--- src/rtl/stopwatch_pkg.sv ---
`default_nettype none
// +--------------------------------------------------------------------------+
// | Module     : stopwatch_pkg                                               |
// | Description: Shared types and constants for the stopwatch datapath:      |
// |              packed BCD time word, lap controller state encoding and     |
// |              the tick rate of the timebase.                              |
// | Revision   : 1.0 - initial release                                       |
// +--------------------------------------------------------------------------+
package stopwatch_pkg;

  // Eight packed BCD digits, most significant first: HH:MM:SS.cc
  typedef struct packed {
    logic [3:0] hour1;
    logic [3:0] hour0;
    logic [3:0] min1;
    logic [3:0] min0;
    logic [3:0] sec1;
    logic [3:0] sec0;
    logic [3:0] cseg1;
    logic [3:0] cseg0;
  } bcd_time_t;

  typedef enum logic [1:0] {
    LIVE   = 2'd0,
    HOLD   = 2'd1,
    RECALL = 2'd2
  } lap_state_e;

  localparam int TICK_HZ = 100;

endpackage
`default_nettype wire

--- src/rtl/lap_mem.sv ---
`default_nettype none
// +--------------------------------------------------------------------------+
// | Module     : lap_mem                                                     |
// | Description: DEPTH x 32 lap register file, one synchronous write port    |
// |              and one combinational read port. Storage is not reset.      |
// | Ports      : clk      - system clock                                     |
// |              we_i     - write enable                                     |
// |              waddr_i  - write address                                    |
// |              wdata_i  - write data (packed BCD time)                     |
// |              raddr_i  - read address                                     |
// |              rdata_o  - read data, combinational                         |
// | Revision   : 1.0 - initial release                                       |
// +--------------------------------------------------------------------------+
module lap_mem
  import stopwatch_pkg::*;
#(
  parameter int DEPTH = 8,
  localparam int AW   = $clog2(DEPTH)
) (
  input  logic          clk,
  input  logic          we_i,
  input  logic [AW-1:0] waddr_i,
  input  logic [31:0]   wdata_i,
  input  logic [AW-1:0] raddr_i,
  output logic [31:0]   rdata_o
);

  bcd_time_t mem_q [DEPTH];

  always_ff @(posedge clk) begin
    if (we_i) begin
      mem_q[waddr_i] <= wdata_i;
    end
  end

  assign rdata_o = mem_q[raddr_i];

endmodule
`default_nettype wire

--- src/rtl/lap_ctrl.sv ---
`default_nettype none
// +--------------------------------------------------------------------------+
// | Module     : lap_ctrl                                                    |
// | Description: Lap/split controller. Captures lap times into a circular    |
// |              store, freezes the display for HOLD_TICKS ticks after each  |
// |              capture, and lets the user browse stored laps newest-first  |
// |              while the watch is stopped.                                 |
// | Ports      : clk       - system clock                                    |
// |              rst       - asynchronous reset, active low                  |
// |              tick_i    - 100 Hz enable pulse                             |
// |              run_i     - stopwatch running                               |
// |              lap_i     - lap request pulse                               |
// |              recall_i  - browse request pulse                            |
// |              clear_i   - clear lap memory pulse                          |
// |              time_i    - live BCD time                                   |
// |              time_o    - BCD time to display                             |
// |              lap_num_o - shown lap number, 0 for live time               |
// |              count_o   - number of stored laps (saturating)              |
// |              frozen_o  - display frozen (HOLD or RECALL)                 |
// |              full_o    - store holds DEPTH laps                          |
// | Revision   : 1.0 - initial release                                       |
// +--------------------------------------------------------------------------+
module lap_ctrl
  import stopwatch_pkg::*;
#(
  parameter int DEPTH      = 8,
  parameter int HOLD_TICKS = 200,
  localparam int CW        = $clog2(DEPTH + 1),
  localparam int AW        = $clog2(DEPTH),
  localparam int HW        = $clog2(HOLD_TICKS + 1)
) (
  input  logic          clk,
  input  logic          rst,
  input  logic          tick_i,
  input  logic          run_i,
  input  logic          lap_i,
  input  logic          recall_i,
  input  logic          clear_i,
  input  logic [31:0]   time_i,
  output logic [31:0]   time_o,
  output logic [CW-1:0] lap_num_o,
  output logic [CW-1:0] count_o,
  output logic          frozen_o,
  output logic          full_o
);

  lap_state_e    state_q,   state_d;
  logic [AW-1:0] wr_ptr_q,  wr_ptr_d;
  logic [AW-1:0] rd_ofs_q,  rd_ofs_d;
  logic [CW-1:0] count_q,   count_d;
  logic [HW-1:0] hold_q,    hold_d;
  bcd_time_t     time_q,    time_d;
  logic [CW-1:0] lap_num_q, lap_num_d;
  logic          frozen_q,  frozen_d;
  logic          full_q,    full_d;

  logic          mem_we;
  logic [AW-1:0] rd_ofs_nxt;
  logic [AW-1:0] rd_addr;
  logic [31:0]   rd_data;

  // Offset the read port points at for the entry shown next cycle:
  // entering RECALL shows the newest entry, each further recall steps back.
  assign rd_ofs_nxt = (state_q == RECALL) ? rd_ofs_q + AW'(1) : '0;
  assign rd_addr    = wr_ptr_q - AW'(1) - rd_ofs_nxt;

  lap_mem #(
    .DEPTH(DEPTH)
  ) u_mem (
    .clk     (clk),
    .we_i    (mem_we),
    .waddr_i (wr_ptr_q),
    .wdata_i (time_i),
    .raddr_i (rd_addr),
    .rdata_o (rd_data)
  );

  always_comb begin
    state_d   = state_q;
    wr_ptr_d  = wr_ptr_q;
    rd_ofs_d  = rd_ofs_q;
    count_d   = count_q;
    hold_d    = hold_q;
    time_d    = time_q;
    lap_num_d = lap_num_q;
    frozen_d  = frozen_q;
    mem_we    = 1'b0;

    // Priority chain: clear > lap > recall > hold expiry; losers are dropped.
    if (clear_i && !run_i) begin
      state_d  = LIVE;
      wr_ptr_d = '0;
      rd_ofs_d = '0;
      count_d  = '0;
      hold_d   = '0;
    end else if (lap_i && run_i && (state_q != RECALL)) begin
      mem_we    = 1'b1;
      wr_ptr_d  = wr_ptr_q + AW'(1);
      count_d   = (count_q == CW'(DEPTH)) ? count_q : count_q + CW'(1);
      time_d    = time_i;
      lap_num_d = count_d;
      frozen_d  = 1'b1;
      hold_d    = HW'(HOLD_TICKS);
      state_d   = HOLD;
    end else if (recall_i && !run_i && (count_q != '0) && (state_q != RECALL)) begin
      state_d   = RECALL;
      rd_ofs_d  = '0;
      hold_d    = '0;
      time_d    = rd_data;
      lap_num_d = count_q;
      frozen_d  = 1'b1;
    end else if (state_q == RECALL) begin
      if (run_i) begin
        state_d = LIVE;
      end else if (recall_i) begin
        if (CW'(rd_ofs_q) + CW'(1) == count_q) begin
          state_d = LIVE;
        end else begin
          rd_ofs_d  = rd_ofs_nxt;
          time_d    = rd_data;
          lap_num_d = count_q - CW'(rd_ofs_nxt);
        end
      end
    end else if ((state_q == HOLD) && tick_i) begin
      hold_d = hold_q - HW'(1);
      if (hold_q == HW'(1)) begin
        state_d = LIVE;
      end
    end

    // Live display tracks the counter with one cycle of lag.
    if (state_d == LIVE) begin
      time_d    = time_i;
      lap_num_d = '0;
      frozen_d  = 1'b0;
      rd_ofs_d  = '0;
    end

    full_d = (count_d == CW'(DEPTH));
  end

  always_ff @(posedge clk or negedge rst) begin
    if (!rst) begin
      state_q   <= LIVE;
      wr_ptr_q  <= '0;
      rd_ofs_q  <= '0;
      count_q   <= '0;
      hold_q    <= '0;
      time_q    <= '0;
      lap_num_q <= '0;
      frozen_q  <= 1'b0;
      full_q    <= 1'b0;
    end else begin
      state_q   <= state_d;
      wr_ptr_q  <= wr_ptr_d;
      rd_ofs_q  <= rd_ofs_d;
      count_q   <= count_d;
      hold_q    <= hold_d;
      time_q    <= time_d;
      lap_num_q <= lap_num_d;
      frozen_q  <= frozen_d;
      full_q    <= full_d;
    end
  end

  assign time_o    = time_q;
  assign lap_num_o = lap_num_q;
  assign count_o   = count_q;
  assign frozen_o  = frozen_q;
  assign full_o    = full_q;

endmodule
`default_nettype wire

--- config.mk ---
export PLATFORM = sky130hd
export DESIGN_NAME = lap_ctrl
export DESIGN_NICKNAME = d
export VERILOG_FILES = /design/src/rtl/stopwatch_pkg.sv /design/src/rtl/lap_mem.sv /design/src/rtl/lap_ctrl.sv
export SDC_FILE = /design/constraint.sdc
export NUM_CORES = 1
export LEC_CHECK = 0
export ABC_AREA = 1
export BUFFER_PORTS_ARGS = -buffer_cell sky130_fd_sc_hd__buf_4
export CORE_AREA = 3 3 179 181
export CTS_CLUSTER_DIAMETER = 50
export DETAILED_ROUTE_END_ITERATION = 7
export DIE_AREA = 0 0 182 184
export PLACE_DENSITY = 0.66
export REMOVE_ABC_BUFFERS = 1
export SLEW_MARGIN = 25
export SYNTH_ARGS = -nofsm -noshare
export SYNTH_HDL_FRONTEND = slang
export SYNTH_HIERARCHICAL = 1
export SYNTH_SLANG_ARGS = --single-unit
--- constraint.sdc ---
create_clock -name clk -period 5.7 [get_ports clk]
set_input_delay 1.71 -clock clk [delete_from_list [all_inputs] [get_ports clk]]
set_output_delay 1.71 -clock clk [all_outputs]
set_load 0.02 [all_outputs]
==> qor.csv, run 1 <==
metric;value;unit
kind of end point of the critical path;flip-flop;
Startpoint Class;flip-flop;
Syn Inst Count;1708;
Seq/Total Area, Yosys;0.600;
hold endpoint;frozen_o$_DFFE_PN0P_;
H-tree depth;2;
Top FF cell, synth;edfxtp_1;
Starting DRT DRC Count;813;
Hold Fails Final Rpt;0;
Clock Sinks;314;
Residual DRC;0;
layout cells sized above 1;0.117;
R2R cell count;18;
Die ar.;0.0335;sq mm
gp weighted congestion;0.836;
CTS tree;built;
number of port buffers;80;
Setup CP Type;flip-flop to flip-flop;
Seq cells post-synth;314;
Core Footprint;0.0306;sq mm
setup TNS;0;ns
Detailed Route WL;36400;um
Final period util;0.707;
Buf+Inv Stages, Crit Path;4;
CTS buffer count;37;
Filler cells;2659;
Worst-Skew Late Latency;0.53;ns
Max-Slew Margin vs Limit;0.352;
count of cell types in the netlist;37;
number of global-route vias before repair;10900;
overall power;8930;uW
worst path cell trace;nor2_8 -> inv_1 -> nor2_1 -> inv_1 -> ha_4 -> clkinv_2 -> buf_12 -> nand2_1 -> nand3_1 -> nand2_1 -> nand2_1 -> nand2_1 -> nand2_1 -> nand2_1 -> nand2_1 -> nand2_1 -> nand2_1 -> nand2_1;
PwrDens;515;mW/mm^2
Worst Hold Launch;frozen_o$_DFFE_PN0P_;
largest net degree at the start of global routing;84;
final max-slew violation count;0;
R2R Setup Slk;1.67;ns
highest net fanout along the worst path;83;
Critical Path Source;state_q[0]$_DFF_PN0_;
leading cell type in the layout, fill and taps excluded;nand2_1;
ANT cells;0;
via count;11200;
clock root cell;clkbuf_16;
cts hold-fix bufs;0;
Ys Warns;6;
Detailed Place HPWL;20600;um
ys async rst share;0.185;
Largest stage delay, worst path;0.75;ns
wire length per cell;16.6;um
IO Count;81;
# rows;64;
Hold Crit Class;flip-flop to flip-flop;
gr ovfl total;0;
reg-to-reg endpoint;time_o[1]$_DFFE_PN0P_;
Starting Density;0.498;
die width;182;um
Avg Cell Area, Syn;8.92;sq um
slowest CP cell;clkinv_2;
reg2reg start;state_q[0]$_DFF_PN0_;
Post-synth EDFFs;256;
Max Root-Sink Buffers;3;
commonest non-fill, non-tap cells in the layout;nand2_1 (679), inv_1 (286), edfxtp_1 (256), nand3_1 (209), buf_4 (97);
clock slew at reported path FFs;0.06;ns
Final #Nets;1820;
post-cts resize count;0;
status;completed;
peak supply drop;0.341;mV
Crit path top cell by count;nand2_1;
Tot GR Track Use;0.218;
Final min period;4.03;ns
Critical Path RT;6.16;ns
crit path DAT;4.49;ns
antenna-violating nets left;0;
Via density;5.08;
area grow syn2layout;13.8;%
hold path depth;1;
DRT Pass-1 Iters;5;
cell family with most CP delay;buffers and inverters;
cell area after synthesis;0.0152;sq mm
pin slew with the least headroom to its limit;0.972;ns
Die Ht;184;um
Post-CTS Setup Inserts;0;
fmax;0.248;GHz
skew final;0.0224;ns
Static Leak;0.00837;uW
first-pass GRT wire length;58300;um
RSZ-0062 raised after global routing;false;
max_cap viols;0;
final setup vio count;0;
number of antenna violations at the first check in global routing;1;
[power breakdown]
group / leakage (uW) / switching [uW] / internal (uW) / total (uW)
Clock: 0.000596 / 906 / 1450 / 2360
Combinational: 0.00472 / 2480 / 1170 / 3650
Sequential: 0.00305 / 182 / 2740 / 2920
Total: 0.00837 / 3570 / 5360 / 8930
[routing by layer]
layer / global-route usage / routed length (um)
met5: 0 / 13
met2: 0.364 / 17200
met3: 0.0346 / 2410
met1: 0.301 / 16100
met4: 0.0579 / 682
[registers in the layout, indices dropped and copies added, names as in the netlist, 2 cells and up]
signal	flops
count_o	4
hold_q	8
lap_num_o	4
rd_ofs_q	3
state_q	2
time_o	32
u_mem/mem_q	256
wr_ptr_q	3
[how the worst max path moves through the flow]
stage / end / slack [ns] / cells after the start
after floorplan: time_o[10]$_DFFE_PN0P_ / 0.27 / 17
after global placement: time_o[26]$_DFFE_PN0P_ / 1.46 / 11
after detailed placement: time_o[27]$_DFFE_PN0P_ / 1.40 / 12
after CTS: time_o[1]$_DFFE_PN0P_ / 1.71 / 18
after global routing: time_o[1]$_DFFE_PN0P_ / 1.31 / 18
final: time_o[1]$_DFFE_PN0P_ / 1.67 / 18
[Yosys cell counts (all sizes together) (8+ instances only)]
cell type	n	area share
dfrtp	58	0.095
buf	63	0.028
nor2	40	0.015
edfxtp	256	0.50
xor2	8	0.0046
nand3	210	0.069
inv	306	0.076
ha	10	0.0082
clkbuf	15	0.0037
nand2	695	0.17
o21ai	16	0.0053
[layout make-up]
type                            count  area, sq um  share of cell area
Sequential cell                   314         9140               0.527
Multi-Input combinational cell   1010         4530               0.261
Inverter                          306         1150              0.0666
Clock buffer                       57         1080              0.0624
Timing Repair Buffer              100          778              0.0449
Tap cell                          396          495              0.0286
Clock inverter                     11          159             0.00917
[stage by stage]
stage	instance area (sq um)	worst slack [ns]	utilization	cells	hold slack [ns]
after floorplan	14700	0.271	-	1630	0.513
after global placement	16100	1.46	0.525	2124	0.507
after detailed placement	16100	1.40	0.526	2126	0.502
after CTS	17300	1.71	0.567	2194	0.520
after global routing	17300	1.31	0.567	2194	0.534
final	17300	1.67	0.567	2194	0.515
[worst register-to-register path, stage by stage, from the launching register on]
cell	delay (ns)
dfrtp_1	0.47
nor2_8	0.23
inv_1	0.11
nor2_1	0.15
inv_1	0.11
ha_4	0.63
clkinv_2	0.78
buf_12	0.50
nand2_1	0.19
nand3_1	0.06
nand2_1	0.11
nand2_1	0.05
nand2_1	0.13
nand2_1	0.07
nand2_1	0.10
nand2_1	0.05
nand2_1	0.09
nand2_1	0.05
nand2_1	0.08
[kinds of logic (layout without fill, tap and decap cells)]
family	after synthesis	in the layout	synth area share
DFF	314	314	0.600
adders and majority gates	12	12	0.0108
AOI/OAI and AO/OA	28	28	0.0104
muxes	1	1	0.000657
and+or+nand+nor	959	959	0.265
buffers and inverters	384	474	0.107
xor gates and xnor gates	10	10	0.00575
No activity file was read; power rests on OpenSTA's default activity.
==> run 2, diff against run 1 <==
==> constraint.sdc (replaced) <==
create_clock -name clk -period 3.81 [get_ports clk]
set_input_delay 1.143 -clock clk [delete_from_list [all_inputs] [get_ports clk]]
set_output_delay 1.143 -clock clk [all_outputs]
set_load 0.02 [all_outputs]
==> run 2 against run 1 <==
Global-route usage down 0.32 points; sequential power up 48%; wire length fell by 0.76%; cell count is 0.73% higher; sequential cell count is the same; setup slack got worse by 1.0 ns; highest routed layer unchanged.
==> qor.csv, run 2 (same netlist as run 1, synthesis figures left out) <==
metric;value;unit;change
Hold Fails Final Rpt;0;;unchanged
Detailed Place HPWL;20500;um;-0.72%
clock root cell;clkbuf_16;;
highest net fanout along the worst path;48;;-42%
Max Root-Sink Buffers;3;;unchanged
first-pass GRT wire length;57300;um;-1.6%
Max-Slew Margin vs Limit;0.421;;+0.0690
Via density;5.04;;-0.89%
post-cts resize count;0;;unchanged
Starting Density;0.498;;unchanged
fin cells;2210;;+0.73%
Critical Path RT;4.26;ns;-1.90 ns
wire length per cell;16.3;um;-1.5%
commonest non-fill, non-tap cells in the layout;nand2_1 (679), inv_1 (286), edfxtp_1 (256), nand3_1 (209), buf_4 (102);;
slowest CP cell;dfrtp_1;;
number of global-route vias before repair;10900;;-0.12%
crit path DAT;3.62;ns;-0.87 ns
Buf+Inv Stages, Crit Path;4;;unchanged
# rows;64;;unchanged
Hold Crit Class;flip-flop to flip-flop;;
Clock Sinks;314;;unchanged
IO Count;81;;unchanged
Final min period;3.17;ns;-0.862 ns
Crit path top cell by count;nand2_1;;
leading cell type in the layout, fill and taps excluded;nand2_1;;
Final period util;0.831;;+0.124
largest reg by FF count;u_mem/mem_q;;
gr ovfl total;0;;unchanged
antenna-violating nets left;0;;unchanged
Startpoint Class;flip-flop;;
die width;182;um;unchanged
PwrDens;765;mW/mm^2;+49%
clock slew at reported path FFs;0.06;ns;about the same
DP Cell Count;2138;;+0.56%
RSZ-0062 raised after global routing;false;;
Die Ht;184;um;unchanged
Post-CTS Setup Inserts;0;;unchanged
gp weighted congestion;0.793;;-5.2%
worst setup margin;0.643;ns;-1.03 ns
cts hold-fix bufs;0;;unchanged
Tot GR Track Use;0.215;;-0.00320
overall power;13400;uW;+50%
status;completed;;
CTS buffer count;39;;+5.4%
largest net degree at the start of global routing;129;;+54%
H-tree depth;2;;unchanged
Largest stage delay, worst path;0.49;ns;-0.26 ns
ANT cells;0;;unchanged
Core Footprint;0.0306;sq mm;unchanged
max FFs per register;256;;unchanged
final setup vio count;0;;unchanged
Die ar.;0.0335;sq mm;unchanged
CTS tree;built;;
number of port buffers;80;;unchanged
worst path cell trace;nor2_8 -> inv_1 -> nor2_1 -> inv_1 -> ha_4 -> clkinv_2 -> buf_12 -> nand2_1 -> nand3_1 -> nand2_1 -> nand2_1 -> nand2_1 -> nand2_1 -> nand2_1 -> nand2_2 -> nand2_1 -> nand2_1 -> nand2_1;;
area grow syn2layout;15.1;%;
cell family with most CP delay;simple AND/OR/NAND/NOR gates;;
Setup CP Type;flip-flop to flip-flop;;
number of antenna violations at the first check in global routing;1;;unchanged
Detailed Route WL;36100;um;-0.76%
final max-slew violation count;0;;unchanged
DRT Pass-1 Iters;5;;unchanged
max_cap viols;0;;unchanged
Residual DRC;0;;unchanged
peak supply drop;0.580;mV;+70%
skew final;0.00994;ns;-0.0125 ns
Starting DRT DRC Count;774;;-4.8%
kind of end point of the critical path;flip-flop;;
Static Leak;0.00846;uW;+1.1%
layout cells sized above 1;0.126;;+0.00944
pin slew with the least headroom to its limit;0.869;ns;-0.104 ns
Place WS;0.604;ns;-0.794 ns
fmax;0.316;GHz;+27%
Worst-Skew Late Latency;0.52;ns;about the same
via count;11100;;-0.17%
Final #Nets;1834;;+0.77%
-- run 2: cell types whose count changed in the layout (fill, tap and decap cells not counted), sizes merged --
cell | previous run | this run
buf | 100 | 112
inv | 306 | 312
clkbuf | 57 | 52
clkinv | 7 | 10
bufinv | 3 | 1
clkinvlp | 1 | 3
-- run 2: power by group --
group | total, uW | internal (uW) | switching [uW]
Sequential | 4320 | 4090 | 221
Clock | 3510 | 2070 | 1440
Combinational | 5590 | 1880 | 3710
-- run 2: final timing paths --
check / start / end / slack [ns] / cells after the start
worst max-delay path: state_q[0]$_DFF_PN0_ / time_o[11]$_DFFE_PN0P_ / 0.64 / 18
worst min-delay path: time_o[2]$_DFFE_PN0P_ / time_o[2]$_DFFE_PN0P_ / 0.50 / 2
worst max register to register: state_q[0]$_DFF_PN0_ / time_o[11]$_DFFE_PN0P_ / 0.64 / 18
worst min register to register: time_o[2]$_DFFE_PN0P_ / time_o[2]$_DFFE_PN0P_ / 0.50 / 2
max in group asynchronous: rst / time_o[5]$_DFFE_PN0P_ / 2.50 / 1
min in group asynchronous: rst / lap_num_o[2]$_DFFE_PN0P_ / 0.74 / 1
-- run 2: final cells by class --
class / instances / area, sq um
Fill cell: 2649 / 13100
Sequential cell: 314 / 9140
Multi-Input combinational cell: 1010 / 4530
Inverter: 306 / 1150
Clock buffer: 52 / 1070
Timing Repair Buffer: 112 / 966
Tap cell: 396 / 495
Clock inverter: 20 / 178
-- run 2: per-stage QoR --
step	util	hold slack, ns	area [sq um]	TNS, ns
detailed placement	0.532	0.495	16300	0
CTS	0.573	0.509	17500	0
finish	0.573	0.502	17500	0
global placement	0.532	0.491	16300	0
floorplan	-	0.513	14700	-91.58
global route	0.573	0.525	17500	0
-- run 2: metal layers --
| metal | up-vias | track usage | part of all wire |
|---|---|---|---|
| met5 | - | 0 | 0.00036 |
| met2 | 332 | 0.371 | 0.49 |
| met3 | 63 | 0.0382 | 0.065 |
| met1 | 5250 | 0.282 | 0.43 |
| met4 | 2 | 0.0597 | 0.020 |
| li1 | 5490 | - | - |
-- run 2: tightest hold or removal path, stage by stage, from the launching register on --
cell,delay [ns]
dfrtp_1,0.34
nand3_1,0.07
nand2_1,0.06
==> run 3, diff against run 2 <==
--- a/config.mk
+++ b/config.mk
@@ -11,7 +11,7 @@
 export CTS_CLUSTER_DIAMETER = 50
 export DETAILED_ROUTE_END_ITERATION = 7
 export DIE_AREA = 0 0 182 184
-export PLACE_DENSITY = 0.66
+export PLACE_DENSITY = 0.68
 export REMOVE_ABC_BUFFERS = 1
 export SLEW_MARGIN = 25
 export SYNTH_ARGS = -nofsm -noshare
==> constraint.sdc (replaced) <==
create_clock -name clk -period 2.8 [get_ports clk]
set_input_delay 0.84 -clock clk [delete_from_list [all_inputs] [get_ports clk]]
set_output_delay 0.84 -clock clk [all_outputs]
set_load 0.02 [all_outputs]
==> run 3 against run 2 <==
Critical path depth grew 2; hold slack worse by 0.033 ns; clock skew up 0.021 ns; largest cell class unchanged; non-clock buffer count is 22 higher; clock-buffer cell count fell by 5; wire length grew 6.3%; total power is 42% higher; register-to-register slack got worse by 0.48 ns; setup slack got worse by 0.48 ns; die area stayed put; cell area up 2.5%; largest power group unchanged; maximum frequency rose by 20%.
==> qor.csv, run 3 (same netlist as run 1, synthesis figures left out) <==
metric;value;unit;change
leading cell type in the layout, fill and taps excluded;nand2_1;;
Hold Crit Class;input port to async pin;;
gr ovfl total;0;;unchanged
CTS tree;built;;
Die ar.;0.0335;sq mm;unchanged
Critical Path RT;3.19;ns;-1.07 ns
DRT Pass-1 Iters;5;;unchanged
layout cells sized above 1;0.145;;+0.0185
Top Metal Used;met5;;
commonest non-fill, non-tap cells in the layout;nand2_1 (677), inv_1 (281), edfxtp_1 (256), nand3_1 (209), buf_4 (109);;
largest reg by FF count;u_mem/mem_q;;
clock root cell;clkbuf_16;;
Final period util;0.943;;+0.112
WL met3;3300;um;+41%
Detailed Route WL;38400;um;+6.3%
IO Count;81;;unchanged
via count;11500;;+2.8%
PwrDens;1060;mW/mm^2;+39%
status;completed;;
Crit path top cell by count;nand2_1;;
Clock Sinks;314;;unchanged
crit path DAT;3.04;ns;-0.58 ns
reg2reg start;state_q[1]$_DFF_PN0_;;
DRT met1 WL;16300;um;+5.4%
Max-Slew Margin vs Limit;0.397;;-0.0236
largest net degree at the start of global routing;129;;unchanged
final design utilization;0.587;;+0.0143
Final min period;2.64;ns;-0.526 ns
worst path cell trace;inv_2 -> nor2_8 -> inv_4 -> nor2_4 -> inv_2 -> ha_4 -> fa_2 -> xnor2_2 -> xor2_1 -> inv_2 -> clkinv_4 -> clkbuf_16 -> nand2_1 -> nand2_1 -> nand2_1 -> nand2_1 -> nand2_1 -> nand2_1 -> nand2_1 -> nand2_1;;
antenna-violating nets left;0;;unchanged
setup TNS;0;ns;unchanged
fmax;0.379;GHz;+20%
Final #Nets;1854;;+1.1%
Static Leak;0.00865;uW;+2.3%
max FFs per register;256;;unchanged
R2R cell count;20;;+2
wire length per cell;17.2;um;+5.4%
peak supply drop;0.964;mV;+66%
Worst-Skew Late Latency;0.53;ns;about the same
cts hold-fix bufs;0;;unchanged
Residual DRC;0;;unchanged
gp weighted congestion;0.886;;+12%
clock slew at reported path FFs;0.06;ns;about the same
CTS buffer count;37;;-5.1%
H-tree depth;2;;unchanged
R2R Setup Slk;0.16;ns;-0.48 ns
number of antenna violations at the first check in global routing;2;;+1
Startpoint Class;flip-flop;;
# rows;64;;unchanged
Starting DRT DRC Count;966;;+25%
Hold Fails Final Rpt;0;;unchanged
Setup CP Type;flip-flop to flip-flop;;
final max-slew violation count;0;;unchanged
max_cap viols;0;;unchanged
reg-to-reg endpoint;time_o[28]$_DFFE_PN0P_;;
number of global-route vias before repair;11100;;+2.3%
skew final;0.0304;ns;+0.0205 ns
Largest stage delay, worst path;0.37;ns;-0.12 ns
pin slew with the least headroom to its limit;0.904;ns;+0.0355 ns
first-pass GRT wire length;60100;um;+4.8%
area grow syn2layout;18.0;%;
die width;182;um;unchanged
highest net fanout along the worst path;7;;-85%
number of port buffers;80;;unchanged
Detailed Place HPWL;21000;um;+2.6%
Core Footprint;0.0306;sq mm;unchanged
Die Ht;184;um;unchanged
kind of end point of the critical path;flip-flop;;
Max Root-Sink Buffers;3;;unchanged
Final Hold Slack;0.469;ns;-0.0334 ns
Tot GR Track Use;0.227;;+0.0115
slowest CP cell;dfrtp_1;;
final setup vio count;0;;unchanged
Routed met2 length;18100;um;+2.8%
Starting Density;0.498;;unchanged
Via density;5.14;;+2.0%
[run 3: worst max-delay path: cells and delay by family, from the launching register on]
kind | cells | cell delay [ns]
adders and majority gates | 2 | 0.52
and+or+nand+nor | 10 | 0.68
DFF | 1 | 0.37
xor gates and xnor gates | 2 | 0.32
buffers and inverters | 6 | 0.64
[run 3: worst max-delay path by stage]
| stage | startpoint | endpoint | slack [ns] | cells past startpoint |
|---|---|---|---|---|
| detailed placement | rd_ofs_q[1]$_DFFE_PN0P_ | time_o[18]$_DFFE_PN0P_ | 0.08 | 17 |
| CTS | rd_ofs_q[1]$_DFFE_PN0P_ | time_o[27]$_DFFE_PN0P_ | 0.04 | 17 |
| global placement | state_q[0]$_DFF_PN0_ | time_o[27]$_DFFE_PN0P_ | 0.14 | 18 |
| floorplan | state_q[0]$_DFF_PN0_ | time_o[10]$_DFFE_PN0P_ | -2.63 | 17 |
| global route | state_q[1]$_DFF_PN0_ | time_o[10]$_DFFE_PN0P_ | -0.02 | 20 |
| finish | state_q[1]$_DFF_PN0_ | time_o[28]$_DFFE_PN0P_ | 0.16 | 20 |
[run 3: per-layer routing]
layer / track usage / vias up
met1: 0.312 / 5355
met3: 0.0416 / 67
met4: 0.0609 / 2
met2: 0.375 / 504
met5: 0 / -
li1: - / 5523
[run 3: through the flow]
| stage | setup WS [ns] | cells | instance area (sq um) | total power (uW) |
|---|---|---|---|---|
| final | 0.159 | 2228 | 18000 | 19100 |
| after global placement | 0.139 | 2156 | 16600 | 13700 |
| after detailed placement | 0.0763 | 2156 | 16600 | 13900 |
| after CTS | 0.0446 | 2223 | 17800 | 18900 |
| after global routing | -0.0196 | 2228 | 18000 | 20400 |
| after floorplan | -2.63 | 1630 | 14700 | 10900 |
[run 3: timing repair]
action	4_1_cts	5_1_grt
endpoints found under the setup margin	0	32
gates resized for setup	0	20
setup buffers	0	2
[run 3: report_power, final]
part	switching, uW	internal, uW
Sequential	315	5570
Combinational	5240	2990
Clock	1900	3080
Total	7460	11600
[run 3: final cells by class]
type / instances / area (sq um)
fill: 2551 / 12600
sequential: 314 / 9140
multi-input combinational: 1010 / 4560
timing repair buffer: 134 / 1320
inverter: 306 / 1160
clock buffer: 47 / 1020
tap: 396 / 495
clock inverter: 20 / 262
antenna: 1 / 2.50
